File: src/rtl/ofm_col_arbiter_pkg.sv
`default_nettype none
// ============================================================================
// Module   : ofm_col_arbiter_pkg
// Brief    : Shared CU33 constants and sum type for the OFM column arbiter.
// Revision : 1.0 - initial release
// ============================================================================
package ofm_col_arbiter_pkg;

  localparam int CU_COL        = 8;
  localparam int CU_OFM_WIDTH  = 32;
  localparam int CU_FIFO_DEPTH = 4;
  localparam int CU_TILE_LEN   = 16;

  typedef logic [CU_OFM_WIDTH-1:0] sum_t;

endpackage
`default_nettype wire

File: src/rtl/ofm_col_arbiter_if.sv
`default_nettype none
// ============================================================================
// Module   : ofm_col_arbiter_if
// Brief    : Kernel-side sum lanes and downstream word stream of the arbiter.
// Revision : 1.0 - initial release
// ============================================================================
interface ofm_col_arbiter_if
  import ofm_col_arbiter_pkg::*;
#(
  parameter int COL = CU_COL
);

  logic                   clear;
  logic [COL-1:0]         sum_valid;
  sum_t                   sum [COL];
  logic                   out_valid;
  logic                   out_ready;
  sum_t                   out_data;
  logic [$clog2(COL)-1:0] out_col;
  logic                   out_eol;
  logic [COL-1:0]         ovf_err;
  logic                   idle;

  modport master (
    output clear, sum_valid, sum, out_ready,
    input  out_valid, out_data, out_col, out_eol, ovf_err, idle
  );

  modport slave (
    input  clear, sum_valid, sum, out_ready,
    output out_valid, out_data, out_col, out_eol, ovf_err, idle
  );

endinterface
`default_nettype wire

File: src/rtl/ofm_col_arbiter_col_fifo.sv
`default_nettype none
// ============================================================================
// Module   : ofm_col_arbiter_col_fifo
// Brief    : Per-column sum FIFO; a push into a full FIFO is dropped and flagged.
// Revision : 1.0 - initial release
// ============================================================================
module ofm_col_arbiter_col_fifo #(
  parameter int DEPTH = 4,
  parameter int WIDTH = 32
) (
  input  logic             clk,
  input  logic             rst,
  input  logic             clear,
  input  logic             push_i,
  input  logic             pop_i,
  input  logic [WIDTH-1:0] din_i,
  output logic             full_o,
  output logic             empty_o,
  output logic             ovf_o,
  output logic [WIDTH-1:0] head_o
);

  localparam int PW = $clog2(DEPTH);
  localparam int CW = PW + 1;

  logic [WIDTH-1:0] mem_q [DEPTH];
  logic [PW-1:0]    wr_ptr_q, wr_ptr_d, rd_ptr_q, rd_ptr_d;
  logic [CW-1:0]    count_q, count_d;
  logic             w_push, w_pop;

  assign empty_o = (count_q == '0);
  assign full_o  = (count_q == CW'(DEPTH));
  assign head_o  = mem_q[rd_ptr_q];
  assign w_pop   = pop_i && !empty_o;
  // A full FIFO still accepts a push when its head leaves on the same edge.
  assign w_push  = push_i && !clear && (!full_o || w_pop);
  assign ovf_o   = push_i && !clear && full_o && !w_pop;

  always_comb begin
    wr_ptr_d = wr_ptr_q;
    rd_ptr_d = rd_ptr_q;
    count_d  = count_q;
    if (clear) begin
      wr_ptr_d = '0;
      rd_ptr_d = '0;
      count_d  = '0;
    end else begin
      if (w_push) wr_ptr_d = wr_ptr_q + 1'b1;
      if (w_pop)  rd_ptr_d = rd_ptr_q + 1'b1;
      if (w_push && !w_pop)      count_d = count_q + 1'b1;
      else if (!w_push && w_pop) count_d = count_q - 1'b1;
    end
  end

  always_ff @(posedge clk or posedge rst) begin
    if (rst) begin
      wr_ptr_q <= '0;
      rd_ptr_q <= '0;
      count_q  <= '0;
    end else begin
      wr_ptr_q <= wr_ptr_d;
      rd_ptr_q <= rd_ptr_d;
      count_q  <= count_d;
    end
  end

  always_ff @(posedge clk) begin
    if (w_push) mem_q[wr_ptr_q] <= din_i;
  end

endmodule
`default_nettype wire

File: src/rtl/ofm_col_arbiter.sv
`default_nettype none
// ============================================================================
// Module   : ofm_col_arbiter
// Brief    : Round-robin merge of COL per-column sum FIFOs into one word stream.
// Revision : 1.0 - initial release
// ============================================================================
module ofm_col_arbiter
  import ofm_col_arbiter_pkg::*;
#(
  parameter int COL        = CU_COL,
  parameter int OFM_WIDTH  = CU_OFM_WIDTH,
  parameter int FIFO_DEPTH = CU_FIFO_DEPTH,
  parameter int TILE_LEN   = CU_TILE_LEN
) (
  input  logic             clk,
  input  logic             rst,
  ofm_col_arbiter_if.slave bus
);

  localparam int IDX_W = $clog2(COL);
  localparam int LC_W  = (TILE_LEN > 1) ? $clog2(TILE_LEN) : 1;

  logic [OFM_WIDTH-1:0] w_head [COL];
  logic [COL-1:0]       w_empty, w_full, w_ovf, w_pop;
  logic [LC_W-1:0]      line_cnt_q [COL];
  logic [IDX_W-1:0]     w_cand, gnt_idx;
  logic                 gnt_found, w_load;

  logic                 out_valid_q, out_valid_d, out_eol_q, out_eol_d;
  logic [OFM_WIDTH-1:0] out_data_q, out_data_d;
  logic [IDX_W-1:0]     out_col_q, out_col_d, rr_ptr_q, rr_ptr_d;
  logic [COL-1:0]       ovf_err_q, ovf_err_d;

  for (genvar c = 0; c < COL; c++) begin : g_col
    assign w_pop[c] = w_load && gnt_found && (gnt_idx == IDX_W'(c)) && !bus.clear;

    ofm_col_arbiter_col_fifo #(
      .DEPTH (FIFO_DEPTH),
      .WIDTH (OFM_WIDTH)
    ) u_col_fifo (
      .clk     (clk),
      .rst     (rst),
      .clear   (bus.clear),
      .push_i  (bus.sum_valid[c]),
      .pop_i   (w_pop[c]),
      .din_i   (bus.sum[c]),
      .full_o  (w_full[c]),
      .empty_o (w_empty[c]),
      .ovf_o   (w_ovf[c]),
      .head_o  (w_head[c])
    );
  end

  assign w_load = !out_valid_q || bus.out_ready;

  // First non-empty column at or after rr_ptr, wrapping past COL-1.
  always_comb begin
    gnt_found = 1'b0;
    gnt_idx   = '0;
    w_cand    = '0;
    for (int k = 0; k < COL; k++) begin
      w_cand = IDX_W'((int'(rr_ptr_q) + k) % COL);
      if (!gnt_found && !w_empty[w_cand]) begin
        gnt_found = 1'b1;
        gnt_idx   = w_cand;
      end
    end
  end

  always_comb begin
    out_valid_d = out_valid_q;
    out_data_d  = out_data_q;
    out_col_d   = out_col_q;
    out_eol_d   = out_eol_q;
    rr_ptr_d    = rr_ptr_q;
    ovf_err_d   = ovf_err_q | w_ovf;
    if (bus.clear) begin
      out_valid_d = 1'b0;
      rr_ptr_d    = '0;
      ovf_err_d   = '0;
    end else if (w_load) begin
      out_valid_d = gnt_found;
      if (gnt_found) begin
        out_data_d = w_head[gnt_idx];
        out_col_d  = gnt_idx;
        out_eol_d  = (line_cnt_q[gnt_idx] == LC_W'(TILE_LEN - 1));
        rr_ptr_d   = (gnt_idx == IDX_W'(COL - 1)) ? '0 : gnt_idx + 1'b1;
      end
    end
  end

  always_ff @(posedge clk or posedge rst) begin
    if (rst) begin
      out_valid_q <= 1'b0;
      out_data_q  <= '0;
      out_col_q   <= '0;
      out_eol_q   <= 1'b0;
      rr_ptr_q    <= '0;
      ovf_err_q   <= '0;
    end else begin
      out_valid_q <= out_valid_d;
      out_data_q  <= out_data_d;
      out_col_q   <= out_col_d;
      out_eol_q   <= out_eol_d;
      rr_ptr_q    <= rr_ptr_d;
      ovf_err_q   <= ovf_err_d;
    end
  end

  always_ff @(posedge clk or posedge rst) begin
    if (rst) begin
      for (int c = 0; c < COL; c++) line_cnt_q[c] <= '0;
    end else begin
      for (int c = 0; c < COL; c++) begin
        if (bus.clear)
          line_cnt_q[c] <= '0;
        else if (w_pop[c])
          line_cnt_q[c] <= (line_cnt_q[c] == LC_W'(TILE_LEN - 1)) ? '0 : line_cnt_q[c] + 1'b1;
      end
    end
  end

  assign bus.out_valid = out_valid_q;
  assign bus.out_data  = out_data_q;
  assign bus.out_col   = out_col_q;
  assign bus.out_eol   = out_eol_q;
  assign bus.ovf_err   = ovf_err_q;
  assign bus.idle      = (&w_empty) && !out_valid_q;

endmodule
`default_nettype wire

File: src/flat_wrapper.sv
// flat-port wrapper written by rule: the top's interface ports become plain ports
module ofm_col_arbiter_flat import ofm_col_arbiter_pkg::*;
#(
  parameter int COL        = CU_COL,
  parameter int OFM_WIDTH  = CU_OFM_WIDTH,
  parameter int FIFO_DEPTH = CU_FIFO_DEPTH,
  parameter int TILE_LEN   = CU_TILE_LEN
)
  (clk, rst, bus_clear, bus_sum_valid, bus_sum, bus_out_ready, bus_out_valid, bus_out_data, bus_out_col, bus_out_eol, bus_ovf_err, bus_idle);
  ofm_col_arbiter_if #(.COL(COL)) bus_i ();
  input  logic clk;
  input  logic rst;
  input wire logic [$bits(bus_i.clear)-1:0] bus_clear;
  input wire logic [$bits(bus_i.sum_valid)-1:0] bus_sum_valid;
  input wire logic [$bits(bus_i.sum)-1:0] bus_sum;
  input wire logic [$bits(bus_i.out_ready)-1:0] bus_out_ready;
  output wire logic [$bits(bus_i.out_valid)-1:0] bus_out_valid;
  output wire logic [$bits(bus_i.out_data)-1:0] bus_out_data;
  output wire logic [$bits(bus_i.out_col)-1:0] bus_out_col;
  output wire logic [$bits(bus_i.out_eol)-1:0] bus_out_eol;
  output wire logic [$bits(bus_i.ovf_err)-1:0] bus_ovf_err;
  output wire logic [$bits(bus_i.idle)-1:0] bus_idle;
  assign bus_i.clear = bus_clear;
  assign bus_i.sum_valid = bus_sum_valid;
  assign bus_i.sum = {>>{bus_sum}};
  assign bus_i.out_ready = bus_out_ready;
  assign bus_out_valid = bus_i.out_valid;
  assign bus_out_data = bus_i.out_data;
  assign bus_out_col = bus_i.out_col;
  assign bus_out_eol = bus_i.out_eol;
  assign bus_ovf_err = bus_i.ovf_err;
  assign bus_idle = bus_i.idle;
  ofm_col_arbiter #(.COL(COL), .OFM_WIDTH(OFM_WIDTH), .FIFO_DEPTH(FIFO_DEPTH), .TILE_LEN(TILE_LEN)) u_core (.clk(clk), .rst(rst), .bus(bus_i));
endmodule
File: config.mk
export PLATFORM = sky130hd
export DESIGN_NAME = ofm_col_arbiter_flat
export DESIGN_NICKNAME = d
export VERILOG_FILES = /design/src/rtl/ofm_col_arbiter_pkg.sv /design/src/rtl/ofm_col_arbiter_if.sv /design/src/rtl/ofm_col_arbiter_col_fifo.sv /design/src/rtl/ofm_col_arbiter.sv /design/src/flat_wrapper.sv
export SDC_FILE = /design/constraint.sdc
export NUM_CORES = 1
export LEC_CHECK = 0
export CELL_PAD_IN_SITES_DETAIL_PLACEMENT = 0
export CELL_PAD_IN_SITES_GLOBAL_PLACEMENT = 2
export CORE_MARGIN = 2
export CORE_UTILIZATION = 40
export DETAILED_ROUTE_END_ITERATION = 10
export PLACE_DENSITY_LB_ADDON = 0.15
export REMOVE_ABC_BUFFERS = 1
export SLEW_MARGIN = 20
export SYNTH_ARGS = -nofsm -noshare
export SYNTH_HDL_FRONTEND = slang
export SYNTH_HIERARCHICAL = 1
export SYNTH_SLANG_ARGS = --single-unit
File: constraint.sdc
create_clock -name clk -period 8.9 [get_ports clk]
set_clock_uncertainty 0.15 [all_clocks]
set_input_delay 1.78 -clock clk [delete_from_list [all_inputs] [get_ports clk]]
set_output_delay 1.78 -clock clk [all_outputs]
set_load 0.01 [all_outputs]
==> impl_metrics.tcl, run 1 <==
set metrics [dict create \
    status "complete, no violations" \
    clkPwrFrac 0.242 \
    max_freq_ghz 0.145 \
    hold_slack_ns 0.363 \
    crit_fanout 32 \
    grt_pass1_vias 25700 \
    core_area_sq_um 118000 \
    vias 24800 \
    required_ns 9.08 \
    grt_util_all_layers 0.207 \
    startpoint_type "flop" \
    crit_type "reg2reg" \
    drc 0 \
    critPathCaptureType "flop" \
    via_per_inst 5.46 \
    post-route-worst-setup-slack_ns 1.99 \
    p_leak_nw 18.7 \
    hpwlAfterDp_mm 84.7 \
    antenna_found_initial 12 \
    mappedNetlistArea_sq_um 47900 \
    setup_viol 0 \
    intPower_mw 12.7 \
    synth_warnings 6 \
    cts-root-buf "clkbuf_16" \
    dr.pass1.iters 5 \
    hold_violations 0 \
    arrival_ns 7.09 \
    cts_made_buffers 130 \
    post_drt_wl_per_cell_microns 27.8 \
    ant_nets 0 \
    max_slew_margin 0.254 \
    finalCritPeriodShare 0.777 \
    ctsResizeCount 0 \
    pre_cts_ws_ns 2.02 \
    netlist_instances 2500 \
    routed_wl_mm 126 \
    switchingPower_mw 8.96 \
    die_w_microns 350 \
    max_cap_viol_count 0 \
    cts.sinks 1160 \
    cts_buffer_depth 3 \
    die-area_sq_um 122000 \
    p_seq_frac 0.315 \
    powerDensity_nw_per_um2 383 \
    start_util 0.404 \
    nets 3168 \
    fin_setup_tns_ns 0 \
    overflow 0 \
    tightest_slew_ns 1.11 \
    cts_tree "yes" \
    clk_latency_ns 0.74 \
    ios 314 \
    syn_to_final_growth_pct 18.3 \
    post_route_cells_drive_above_1_share 0.210 \
    grt_pass1_wl_mm 181 \
    drv_slew 0 \
    avgSynthCellArea_sq_um 19.1 \
    place_congestion 0.810 \
    die_y_microns 350 \
    grt_max_degree 70 \
    num_rows 126 \
    total_power_mw 21.7 \
    final_util 0.478 \
    cts_setup_buffers 0 \
    drt-initial-drc-count 2331 \
    clkTransAtPathRegs_ns 0.06 \
    ir_drop_mv 0.451 \
    port_buffers 313 \
    cts_hold_buf 0 \
    post-route-min-period_ns 6.91 \
    combPwrFrac 0.443 \
    p_sw_frac 0.413 \
    cts_max_level 4 \
    rsz0062_at_grt "false" \
    min_path_type "reg2reg" \
]
-- power groups by stage --
stage	clock (mW)	combinational, mW	sequential [mW]
after global routing	5.60	10.1	6.87
after CTS	5.39	9.77	6.82
final	5.25	9.60	6.82
after global placement	0	9.67	6.91
after detailed placement	0	9.74	6.93
after floorplan	0	4.61	6.87
-- metal layers --
metal / wire length [microns] / global-route usage / vias to the layer above
met4: 3100 / 0.0620 / 10
met2: 59900 / 0.328 / 722
li1: - / - / 10700
met5: 72 / 0 / -
met3: 7340 / 0.0364 / 146
met1: 55800 / 0.294 / 13200
-- final timing paths --
check / endpoint / startpoint / cells past startpoint / slack [ns]
max in group asynchronous: u_core/bus.ovf_err[4] / rst / 4 / 5.83
setup / recovery: u_core/g_col[0].u_col_fifo/mem_q[2][16] / u_core/rr_ptr_q[0] / 14 / 1.99
setup reg to reg: u_core/g_col[0].u_col_fifo/mem_q[2][16] / u_core/rr_ptr_q[0] / 14 / 1.99
min in group asynchronous: u_core/g_col[0].u_col_fifo/count_q[0] / rst / 3 / 1.41
hold reg to reg: u_core/bus.out_col[0] / u_core/bus.out_col[0] / 2 / 0.36
hold / removal: u_core/bus.out_col[0] / u_core/bus.out_col[0] / 2 / 0.36
-- per-stage QoR --
stage | instance area (sq um) | std cells
2_1_floorplan | 47000 | 2366
3_3_place_gp | 52300 | 4304
3_5_place_dp | 52400 | 4305
4_1_cts | 56600 | 4542
5_1_grt | 56600 | 4544
6_report | 56600 | 4547
-- critical path, cell delays in order (launching register included) --
cell      delay (ns)
dfrtp_1         0.83
clkinv_1        0.37
ha_1            0.79
mux4_2          0.67
o21a_1          0.23
a32o_1          0.30
and3_4          0.21
and2_1          0.15
a32oi_2         0.17
buf_4           0.26
inv_2           0.18
nor3_1          0.90
nor4b_4         0.12
nor3b_4         0.32
and2_2          0.84
-- cell type report --
type,count,area [sq um]
antenna,4,10.0
clock buffer,166,3440
clock inverter,71,774
fill,9884,61800
inverter,64,246
multi-input combinational,1142,12600
sequential,1160,34200
tap,1600,2000
timing repair buffer,340,3360
-- placed cells by master (no fill, tap or decap), types with 6 or more instances in the layout --
master	n
clkbuf_16	130
fa_1	8
or3_1	23
o311ai_0	9
mux2i_1	79
clkdlybuf4s50_1	312
nor3b_4	8
mux2_4	8
o21ai_0	35
and3_1	9
dfrtp_2	15
bufinv_16	11
nand3_1	15
inv_6	6
xnor2_1	10
ha_1	54
nand2_1	180
dfrtp_1	121
edfxtp_1	1024
nor2_1	96
and3b_2	8
xor2_1	31
nand4_1	7
o31ai_1	11
clkinv_1	26
inv_1	58
nor4b_4	8
clkbuf_1	31
a32o_1	66
mux4_2	268
a21oi_1	58
clkinv_2	18
buf_4	26
mux2_2	8
and2_2	30
o31ai_2	31
-- flip-flops by register name (all words and copies together) (netlist names) --
| name | flops |
|---|---|
| u_core/g_col.u_col_fifo/rd_ptr_q | 16 |
| u_core/line_cnt_q | 32 |
| u_core/bus.out_valid | 1 |
| u_core/bus.out_data | 32 |
| u_core/g_col.u_col_fifo/count_q | 24 |
| u_core/bus.out_col | 3 |
| u_core/bus.out_eol | 1 |
| u_core/g_col.u_col_fifo/mem_q | 1024 |
| u_core/bus.ovf_err | 8 |
| u_core/g_col.u_col_fifo/wr_ptr_q | 16 |
| u_core/rr_ptr_q | 3 |
Note: power is estimated with default switching activity, not from simulation.
==> run 2, diff against run 1 <==
clock period = 6.9 ns   (was 8.9 ns; I/O delays follow)
==> run 2 against run 1 <==
Net effect:
- flip-flop and latch count is the same
- hold slack lost 0.025 ns
- wire length grew 0.48%
- global-route usage is essentially flat
- sequential share of layout area shrank 0.42 points
- sequential power grew 27%
- critical endpoint is now u_core/g_col[1].u_col_fifo/count_q[2]
==> impl_metrics.tcl, run 2 (synthesis gave the netlist of run 1 again) <==
set metrics [dict create \
    largest_reg_flops 1024 \
    vias 24700 \
    cts_tree "yes" \
    crit_type "reg2reg" \
    die_w_microns 350 \
    core_area_sq_um 118000 \
    post_layout_nonfiller_instances 4579 \
    antenna_found_initial 13 \
    postLayoutCellArea_sq_um 57000 \
    post-route-min-period_ns 6.26 \
    die_y_microns 350 \
    start_util 0.404 \
    final_cell_mix "1024 x edfxtp_1, 312 x clkdlybuf4s50_1, 268 x mux4_2" \
    regMostFlops "u_core/g_col.u_col_fifo/mem_q" \
    syn_to_final_growth_pct 19.1 \
    powerDensity_nw_per_um2 502 \
    switchingPower_mw 12.1 \
    placed_cell_area_sq_um 52900 \
    drc 0 \
    die-area_sq_um 122000 \
    rsz0062_at_grt "false" \
    via_per_inst 5.40 \
    ir_drop_mv 0.981 \
    cts_hold_buf 0 \
    grt_pass1_wl_mm 181 \
    clk_latency_ns 0.71 \
    drt-initial-drc-count 2099 \
    grt_pass1_vias 25600 \
    setup_viol 0 \
    placedCellCount 4346 \
    place_congestion 0.798 \
    startpoint_type "flop" \
    status "complete, no violations" \
    ctsResizeCount 0 \
    cts_max_level 3 \
    ant_nets 0 \
    num_rows 126 \
    dr.pass1.iters 5 \
    clkPwrFrac 0.233 \
    cts-root-buf "clkbuf_16" \
    routed_wl_mm 127 \
    arrival_ns 6.74 \
    critPathCaptureType "flop" \
    combPwrFrac 0.465 \
    finalCritPeriodShare 0.907 \
    reg2reg_slack_ns 0.64 \
    p_seq_frac 0.301 \
    ff_latch_area_sq_um 34200 \
    max_freq_ghz 0.160 \
    required_ns 7.38 \
    p_sw_frac 0.421 \
    max_slew_margin 0.250 \
    final_common_cell "edfxtp_1" \
    cts_made_buffers 121 \
    p_leak_nw 18.9 \
    cts_setup_buffers 0 \
    grt_max_degree 84 \
    nets 3199 \
    cts.sinks 1160 \
    overflow 0 \
    post_route_cells_drive_above_1_share 0.220 \
    hpwlAfterDp_mm 85.9 \
    max_cap_viol_count 0 \
    intPower_mw 16.6 \
    drv_slew 0 \
    min_path_type "reg2reg" \
    multi_input_area_sq_um 12600 \
    crit_fanout 17 \
    post_drt_wl_per_cell_microns 27.7 \
    cts_buffer_depth 3 \
    clkTransAtPathRegs_ns 0.06 \
    ios 314 \
    grt_util_all_layers 0.207 \
    hold_violations 0 \
    tightest_slew_ns 1.12 \
    fill_cells 9797 \
    port_buffers 313 \
]
[run 2: metal layers]
metal,track usage,vias up,share of wire
li1,-,10800,-
met4,0.0808,20,0.041
met3,0.0503,200,0.065
met2,0.323,730,0.47
met5,0,-,0.00099
met1,0.282,13000,0.43
[run 2: critical path: stages, from the launching register on]
cell and delay, ns:
dfrtp_1 0.32, buf_4 0.27, clkinv_1 0.22, ha_1 0.78, mux4_2 0.67, o21a_1 0.23, a32o_1 0.31, and3_4 0.22
a221oi_2 0.32, or2_4 0.27, clkinv_2 0.08, ha_1 0.28, and3_1 0.29, nor4b_4 0.37, nor3b_4 0.11, ha_1 0.25
fa_1 0.45, xnor2_1 0.15, or3_1 0.30, a21oi_1 0.14
[run 2: final timing paths]
path,start,to,depth (start not counted)
worst max-delay path,u_core/rr_ptr_q[0],u_core/g_col[1].u_col_fifo/count_q[2],19
worst min register to register,u_core/bus.out_data[0],u_core/bus.out_data[0],2
max in group asynchronous,rst,u_core/bus.ovf_err[6],4
min in group asynchronous,rst,u_core/g_col[1].u_col_fifo/count_q[1],3
worst max register to register,u_core/rr_ptr_q[0],u_core/g_col[1].u_col_fifo/count_q[2],19
worst min-delay path,u_core/bus.out_data[0],u_core/bus.out_data[0],2
[run 2: area by class of cell]
class	count	area share
flip-flops and latches	1160	0.599
multi-input cells	1142	0.221
repair buffers	380	0.0679
clock buffers	166	0.0584
well taps	1600	0.0351
clock inverters	64	0.0139
inverters	64	0.00432
diodes	3	0.000132
[run 2: per-stage QoR]
| stage | power (mW) | util | setup slack [ns] | hold slack [ns] | TNS, ns |
|---|---|---|---|---|---|
| after floorplan | 14.4 | - | -3.84 | 0.323 | -2432.29 |
| after global placement | 22.1 | 0.447 | 0.857 | 0.321 | 0 |
| after detailed placement | 22.2 | 0.447 | 0.694 | 0.329 | 0 |
| after CTS | 29.0 | 0.482 | 0.660 | 0.343 | 0 |
| after global routing | 29.8 | 0.482 | 0.309 | 0.368 | 0 |
| final | 28.6 | 0.482 | 0.644 | 0.339 | 0 |
[run 2: power groups by stage]
stage	Sequential [mW]	Clock, mW	Combinational, mW
CTS	8.64	6.85	13.5
floorplan	8.85	0	5.55
detailed placement	8.78	0	13.4
global placement	8.75	0	13.3
finish	8.63	6.68	13.3
global route	8.70	7.13	14.0
